===== config.mk =====
export PLATFORM = sky130hd
export DESIGN_NAME = s32x_sdr_resp_flat
export DESIGN_NICKNAME = d
export VERILOG_FILES = /design/src/rtl/s32x_sdr_resp_if.sv /design/src/rtl/s32x_sdr_resp.sv /design/src/flat_wrapper.sv
export SDC_FILE = /design/constraint.sdc
export NUM_CORES = 1
export LEC_CHECK = 0
export CAP_MARGIN = 25
export CELL_PAD_IN_SITES_DETAIL_PLACEMENT = 1
export CELL_PAD_IN_SITES_GLOBAL_PLACEMENT = 1
export CORE_MARGIN = 3
export CORE_UTILIZATION = 33
export CTS_CLUSTER_DIAMETER = 80
export CTS_CLUSTER_SIZE = 8
export DETAILED_ROUTE_END_ITERATION = 10
export GPL_TIMING_DRIVEN = 0
export PLACE_DENSITY = 0.86
export SLEW_MARGIN = 10
export SYNTH_ARGS = -nofsm -noshare
export SYNTH_HDL_FRONTEND = slang
export SYNTH_SLANG_ARGS = --single-unit

===== constraint.sdc =====
create_clock -name CLK -period 2.3 [get_ports CLK]
set_input_delay 0.46 -clock CLK [delete_from_list [all_inputs] [get_ports CLK]]
set_output_delay 0.46 -clock CLK [all_outputs]
set_load 0.05 [all_outputs]

===== src/rtl/s32x_sdr_resp_if.sv =====
// s32x_sdr_resp_if: SH2 SDRAM request bus plus backend memory port.
// slave  = the responder (s32x_sdr_resp)
// master = the environment (SH2 request logic + memory backend)
interface s32x_sdr_resp_if;
    // SH2 request side
    logic [16:0] SDR_A;
    logic [15:0] SDR_DO;
    logic        SDR_CS;
    logic [1:0]  SDR_WE;
    logic        SDR_RD;
    logic [15:0] SDR_DI;
    logic        SDR_WAIT;
    // backend memory side
    logic [16:0] MEM_A;
    logic [15:0] MEM_D;
    logic [1:0]  MEM_BE;
    logic        MEM_WR;
    logic        MEM_REQ;
    logic        MEM_ACK;
    logic [15:0] MEM_Q;

    modport slave (
        input  SDR_A, SDR_DO, SDR_CS, SDR_WE, SDR_RD, MEM_ACK, MEM_Q,
        output SDR_DI, SDR_WAIT, MEM_A, MEM_D, MEM_BE, MEM_WR, MEM_REQ
    );

    modport master (
        output SDR_A, SDR_DO, SDR_CS, SDR_WE, SDR_RD, MEM_ACK, MEM_Q,
        input  SDR_DI, SDR_WAIT, MEM_A, MEM_D, MEM_BE, MEM_WR, MEM_REQ
    );
endinterface


===== src/rtl/s32x_sdr_resp.sv =====
// s32x_sdr_resp: turns each level-style SH2 SDRAM request into exactly one
// req/ack backend transaction and drives SDR_WAIT as the acknowledge.
// Optional one-entry read cache: define S32X_SDR_RDCACHE_EN.
module s32x_sdr_resp #(
    parameter int MIN_WAIT = 2
) (
    input  logic            CLK,
    input  logic            RST_N,
    s32x_sdr_resp_if.slave  bus
);
    localparam logic [3:0] MIN_W = 4'(MIN_WAIT);

    typedef enum logic [1:0] {IDLE, BUSY, HOLD, DONE} state_t;

    state_t      r_state, w_state_nxt;
    logic        r_armed;
    logic [3:0]  r_cnt;
    logic [16:0] r_mem_a;
    logic [15:0] r_mem_d;
    logic [1:0]  r_mem_be;
    logic        r_mem_wr;
    logic        r_mem_req;
    logic        r_wait;
    logic [15:0] r_di;

    logic        w_req_on, w_wr, w_hit;
    logic        w_start, w_ack, w_hold_done;
    logic [3:0]  w_cnt_inc;

    assign w_req_on  = bus.SDR_CS & (bus.SDR_RD | (|bus.SDR_WE));
    assign w_wr      = |bus.SDR_WE;           // RD together with WE counts as a write
    assign w_cnt_inc = (r_cnt == 4'hF) ? r_cnt : r_cnt + 4'd1;

`ifdef S32X_SDR_RDCACHE_EN
    logic        r_cv;
    logic [16:0] r_ctag;
    logic [15:0] r_cdata;

    assign w_hit = r_cv & (r_ctag == bus.SDR_A) & ~w_wr;

    // Cache entry: fill on read completion, merge written bytes on a tag match
    always_ff @(posedge CLK or negedge RST_N) begin
        if (!RST_N) begin
            r_cv    <= 1'b0;
            r_ctag  <= '0;
            r_cdata <= '0;
        end else if (w_ack) begin
            if (!r_mem_wr) begin
                r_cv    <= 1'b1;
                r_ctag  <= r_mem_a;
                r_cdata <= bus.MEM_Q;
            end else if (r_cv && (r_ctag == r_mem_a)) begin
                if (r_mem_be[1]) r_cdata[15:8] <= r_mem_d[15:8];
                if (r_mem_be[0]) r_cdata[7:0]  <= r_mem_d[7:0];
            end
        end
    end
`else
    assign w_hit = 1'b0;
`endif

    // State register
    always_ff @(posedge CLK or negedge RST_N) begin
        if (!RST_N) r_state <= IDLE;
        else        r_state <= w_state_nxt;
    end

    // Next-state: cache hits bypass BUSY and go straight to the wait hold
    always_comb begin
        w_state_nxt = r_state;
        case (r_state)
            IDLE: if (w_req_on && r_armed) w_state_nxt = w_hit ? HOLD : BUSY;
            BUSY: if (bus.MEM_ACK)         w_state_nxt = HOLD;
            HOLD: if (r_cnt >= MIN_W)      w_state_nxt = DONE;
            DONE:                          w_state_nxt = IDLE;
            default:                       w_state_nxt = IDLE;
        endcase
    end

    // Per-state control strobes for the datapath
    always_comb begin
        w_start     = (r_state == IDLE) && w_req_on && r_armed;
        w_ack       = (r_state == BUSY) && bus.MEM_ACK;
        w_hold_done = (r_state == HOLD) && (r_cnt >= MIN_W);
    end

    // Datapath: latched request, handshake outputs, wait counter, read data
    always_ff @(posedge CLK or negedge RST_N) begin
        if (!RST_N) begin
            r_armed   <= 1'b1;
            r_cnt     <= '0;
            r_mem_a   <= '0;
            r_mem_d   <= '0;
            r_mem_be  <= '0;
            r_mem_wr  <= 1'b0;
            r_mem_req <= 1'b0;
            r_wait    <= 1'b0;
            r_di      <= '0;
        end else begin
            // one access per request: re-arm only once REQ_ON has dropped
            if (!w_req_on)    r_armed <= 1'b1;
            else if (w_start) r_armed <= 1'b0;

            case (r_state)
                IDLE: if (w_start) begin
                    r_mem_a   <= bus.SDR_A;
                    r_mem_d   <= bus.SDR_DO;
                    r_mem_be  <= bus.SDR_WE;
                    r_mem_wr  <= w_wr;
                    r_mem_req <= ~w_hit;
                    r_wait    <= 1'b1;
                    r_cnt     <= 4'd1;
`ifdef S32X_SDR_RDCACHE_EN
                    if (w_hit) r_di <= r_cdata;
`endif
                end
                BUSY: begin
                    r_cnt <= w_cnt_inc;
                    if (w_ack) begin
                        r_mem_req <= 1'b0;
                        if (!r_mem_wr) r_di <= bus.MEM_Q;
                    end
                end
                HOLD: begin
                    if (w_hold_done) r_wait <= 1'b0;
                    else             r_cnt  <= w_cnt_inc;
                end
                default: ;
            endcase
        end
    end

    assign bus.SDR_DI   = r_di;
    assign bus.SDR_WAIT = r_wait;
    assign bus.MEM_A    = r_mem_a;
    assign bus.MEM_D    = r_mem_d;
    assign bus.MEM_BE   = r_mem_be;
    assign bus.MEM_WR   = r_mem_wr;
    assign bus.MEM_REQ  = r_mem_req;
endmodule


===== src/flat_wrapper.sv =====
// flat-port wrapper written by rule: the top's interface ports become plain ports
module s32x_sdr_resp_flat 
#(
    parameter int MIN_WAIT = 2
)
  (CLK, RST_N, bus_SDR_A, bus_SDR_DO, bus_SDR_CS, bus_SDR_WE, bus_SDR_RD, bus_MEM_ACK, bus_MEM_Q, bus_SDR_DI, bus_SDR_WAIT, bus_MEM_A, bus_MEM_D, bus_MEM_BE, bus_MEM_WR, bus_MEM_REQ);
  s32x_sdr_resp_if bus_i ();
  input  logic CLK;
  input  logic RST_N;
  input wire logic [$bits(bus_i.SDR_A)-1:0] bus_SDR_A;
  input wire logic [$bits(bus_i.SDR_DO)-1:0] bus_SDR_DO;
  input wire logic [$bits(bus_i.SDR_CS)-1:0] bus_SDR_CS;
  input wire logic [$bits(bus_i.SDR_WE)-1:0] bus_SDR_WE;
  input wire logic [$bits(bus_i.SDR_RD)-1:0] bus_SDR_RD;
  input wire logic [$bits(bus_i.MEM_ACK)-1:0] bus_MEM_ACK;
  input wire logic [$bits(bus_i.MEM_Q)-1:0] bus_MEM_Q;
  output wire logic [$bits(bus_i.SDR_DI)-1:0] bus_SDR_DI;
  output wire logic [$bits(bus_i.SDR_WAIT)-1:0] bus_SDR_WAIT;
  output wire logic [$bits(bus_i.MEM_A)-1:0] bus_MEM_A;
  output wire logic [$bits(bus_i.MEM_D)-1:0] bus_MEM_D;
  output wire logic [$bits(bus_i.MEM_BE)-1:0] bus_MEM_BE;
  output wire logic [$bits(bus_i.MEM_WR)-1:0] bus_MEM_WR;
  output wire logic [$bits(bus_i.MEM_REQ)-1:0] bus_MEM_REQ;
  assign bus_i.SDR_A = bus_SDR_A;
  assign bus_i.SDR_DO = bus_SDR_DO;
  assign bus_i.SDR_CS = bus_SDR_CS;
  assign bus_i.SDR_WE = bus_SDR_WE;
  assign bus_i.SDR_RD = bus_SDR_RD;
  assign bus_i.MEM_ACK = bus_MEM_ACK;
  assign bus_i.MEM_Q = bus_MEM_Q;
  assign bus_SDR_DI = bus_i.SDR_DI;
  assign bus_SDR_WAIT = bus_i.SDR_WAIT;
  assign bus_MEM_A = bus_i.MEM_A;
  assign bus_MEM_D = bus_i.MEM_D;
  assign bus_MEM_BE = bus_i.MEM_BE;
  assign bus_MEM_WR = bus_i.MEM_WR;
  assign bus_MEM_REQ = bus_i.MEM_REQ;
  s32x_sdr_resp #(.MIN_WAIT(MIN_WAIT)) u_core (.CLK(CLK), .RST_N(RST_N), .bus(bus_i));
endmodule

==> results.toml <==
[run_status]
status = "finished, final reports clean"

[sta]
setup_viol_count_final = 0
drv_slew = 0
final.setup_skew_ps = 7.006
final.period_utilization_pct = 90.13
worst_hold_slack_ps = 197.8
period_needed_ps = 2073
timing.final.hold_violations = 0
timing.fmax_mhz = 482.4
worstMarginPinSlew_ps = 770.4
headroom_to_the_max_slew_limit_pct = 48.64
unrepaired_setup_endpoints_after_global_routing = "false"

[clock_network]
post_cts_hold_buffer_count = 0
cts_num_sinks = 61
cts_buffer_depth = 2
tritoncts = "yes"
cts.reportedPaths.clkPinSlew_ps = 60
clock_latency_on_the_worst_skew_pair_ps = 330
cts.repair.resized = 0
clock_tree.root_cell = "clkbuf_8"
postCtsSetupBuffers = 0
depth_of_the_cts_h_tree = 3
cts_made_buffers = 9

[routing]
routed_via_count_divided_by_cell_count = 4.578
dr.pass1.iters = 2
drt-wirelength-per-cell_um = 15.80
drtIter0Drc = 34
total_drc_errors_in_the_routed_layout = 0
route.vias.total = 1790
final_ant_viol_nets = 0
detail_route.wirelength_um = 6177

[worst_setup_path]
reg2reg_depth = 6
worst-setup-path-type = "primary input to flop"
worstSetupEndpointType = "flop"
worst_r2r_startpoint = "u_core.r_state[0]$_DFFE_PN0P_"
cp-start-kind = "primary input"
critical-path-max-stage-delay_ps = 550
worst_ep_required_time_ps = 2510
slowest_cell_on_the_critical_path = "clkdlybuf4s50_1"
regToRegEndpoint = "u_core.r_cnt[3]$_DFFE_PN0P_"
critical_path.most_common_cell = "buf_2"
setup.reg_to_reg.worst_slack_ps = 270
path_cells = "clkdlybuf4s50_1 > o31a_1 > and3_1 > buf_2 > buf_2 > mux2_2"
worst_ep_arrival_time_ps = 2280
worstPathMaxFanout = 10

[pwr]
powerDensity_nw_per_um2 = 1728
power.leakage_nw = 1.652
clkPwrFrac_pct = 13.6
irDropWorstVdd_v = 0.0007221
fraction_of_power_spent_switching_nets_pct = 46.30
cellInternalPower_mw = 3.624
power.share.combinational_pct = 58.2
power.net_switching_mw = 3.125
seq_power_share_pct = 28.2

[global_route]
grt_antenna_before_repair = 0
grt_util_all_layers_pct = 14.71
grt_start_max_net_pins = 62
global_route_wire_length_before_repair_um = 9846
grt_pass1_vias = 2018
overflow = 0

[placement]
place.gp.congestion = 0.7150
numPlacedInstances = 377
dp_hpwl_um = 4666
port-buffer-count = 109

[logic_synthesis]
synth.top_cell.area_share_pct = 59.91
synth_ff_type = "dfrtp_1"
largest_family_of_logic_cells_by_synthesized_area = "multiplexers"
biggest_area_consumer_among_synthesized_cells = "dfrtp_1"
ys_top_cells_by_area = "dfrtp_1 60%, mux2_2 23%, ha_1 3.5%"
synthesis.instances = 169
synth_simple_gate_area_share_pct = 4.094
avgSynthCellArea_um2 = 14.83
yosys_warnings = 0
syn_area_um2 = 2506
mappedNetlistNets = 232
synth_xor_area_share_pct = 0
post_synth_fa_ha_maj_area_fraction_pct = 3.495
synth_edf_count = 0
postSynth.asyncResetShare_pct = 100.0
synth_seq_area_share_pct = 60.96
yosys_register_bits = 61
synth_cell_type_count = 27
synth-compound-area-share_pct = 5.841
yosys-mux-area-fraction_pct = 23.76

[final_layout]
layout.cells.most_common_list = "108 x clkdlybuf4s50_1, 60 x dfrtp_1, 52 x mux2_2, 10 x clkbuf_8, 7 x ha_1"
ant_cells = 0
post_route_cells_drive_above_1_share_pct = 26.37
post_layout_instance_count_excluding_filler_cells = 391
num-fill-cells = 778
layout_overhead_on_the_synthesized_area_pct = 55.87
final_nets = 352
layout_commonest_cell = "clkdlybuf4s50_1"

[hold_path]
min-delay-path-class = "primary input to async pin"

[floorplanning]
core-area_um2 = 7292
floorplan.initialDensity_pct = 34.37
dieHeight_um = 93.15
design.die.area_um2 = 8676
die-width_um = 93.15
placementRows = 31
pin_count = 110

[flow_run]
timing.max_cap.violations = 0
-- sequential cells by signal (all words and copies together), names as in the netlist, 2 cells and up --
register           flops
u_core.bus.MEM_A      17
u_core.bus.MEM_BE      2
u_core.bus.MEM_D      16
u_core.bus.SDR_DI     16
u_core.r_cnt           4
u_core.r_state         2
-- logic make-up after synthesis --
| group | Yosys count |
|---|---|
| AND/OR/NAND/NOR | 21 |
| adder cells (fa/ha/maj) | 7 |
| AO/OA/AOI/OAI | 16 |
| flip-flops | 61 |
| multiplexers | 53 |
| buffers and inverters | 11 |
-- metrics by stage --
step | setup WS, ps | TNS, ps | power, mW | instance area (um^2) | utilization (%)
floorplan | 427.1 | 0 | 4.537 | 2506 | -
global placement | -1274 | -77560 | 5.795 | 3721 | 51.03
detailed placement | -142.9 | -839.3 | 5.892 | 3719 | 51.00
CTS | 215.6 | 0 | 6.846 | 3906 | 53.57
global route | 111.7 | 0 | 7.112 | 3906 | 53.57
finish | 227.1 | 0 | 6.750 | 3906 | 53.57
-- metal layers --
| metal | GRT usage [%] | up-vias | wire, um |
|---|---|---|---|
| li1 | - | 839 | - |
| met1 | 16.44 | 882 | 2445 |
| met2 | 26.27 | 64 | 3267 |
| met3 | 4.425 | 5 | 401 |
| met4 | 5.495 | 0 | 62 |
| met5 | 0 | - | 0 |
-- how the worst max path moves through the flow --
stage	startpoint	to	slack [ps]	depth (start not counted)
after global routing	u_core.r_state[0]$_DFFE_PN0P_	u_core.r_cnt[3]$_DFFE_PN0P_	110	6
after global placement	RST_N	u_core.bus.MEM_D[5]$_DFFE_PN0P_	-1270	1
final	bus_SDR_WE[0]	u_core.bus.MEM_D[2]$_DFFE_PN0P_	230	6
after CTS	bus_SDR_WE[0]	u_core.bus.MEM_D[2]$_DFFE_PN0P_	220	6
after detailed placement	bus_SDR_WE[0]	u_core.bus.MEM_D[2]$_DFFE_PN0P_	-140	6
after floorplan	u_core.r_state[0]$_DFFE_PN0P_	u_core.r_cnt[3]$_DFFE_PN0P_	430	6
-- cells in the mapped netlist, types with 3 or more instances --
| library cell | count |
|---|---|
| o21ai_0 | 4 |
| a21oi_1 | 4 |
| buf_2 | 4 |
| mux2_2 | 52 |
| nand2_1 | 6 |
| ha_1 | 7 |
| dfrtp_1 | 60 |
| nand3_1 | 3 |
| inv_1 | 6 |
| nor2_1 | 6 |
-- worst max-delay path: cells and delay by family --
| family | cells | cell delay (ps) |
|---|---|---|
| buffers and inverters | 3 | 1100 |
| muxes | 1 | 360 |
| and+or+nand+nor | 1 | 200 |
| AOI/OAI and AO/OA | 1 | 150 |
-- power groups by stage --
stage	sequential (mW)	clock [mW]	combinational, mW
3_3_place_gp	1.90	0	3.90
2_1_floorplan	3.59	0	0.952
4_1_cts	1.92	0.952	3.98
5_1_grt	1.99	1.00	4.12
3_5_place_dp	1.93	0	3.96
6_report	1.90	0.915	3.93
-- layout make-up --
type / instances / area [um^2] / share of cell area [%]
buffer: 5 / 23.77 / 0.6086
sequential: 61 / 1528 / 39.11
clock buffer: 10 / 137.6 / 3.523
tap: 99 / 123.9 / 3.171
timing repair buffer: 109 / 1089 / 27.87
clock inverter: 4 / 50.05 / 1.281
inverter: 6 / 22.52 / 0.5766
multi-input combinational: 97 / 932.1 / 23.86
Note: power is estimated with default switching activity, not from simulation.
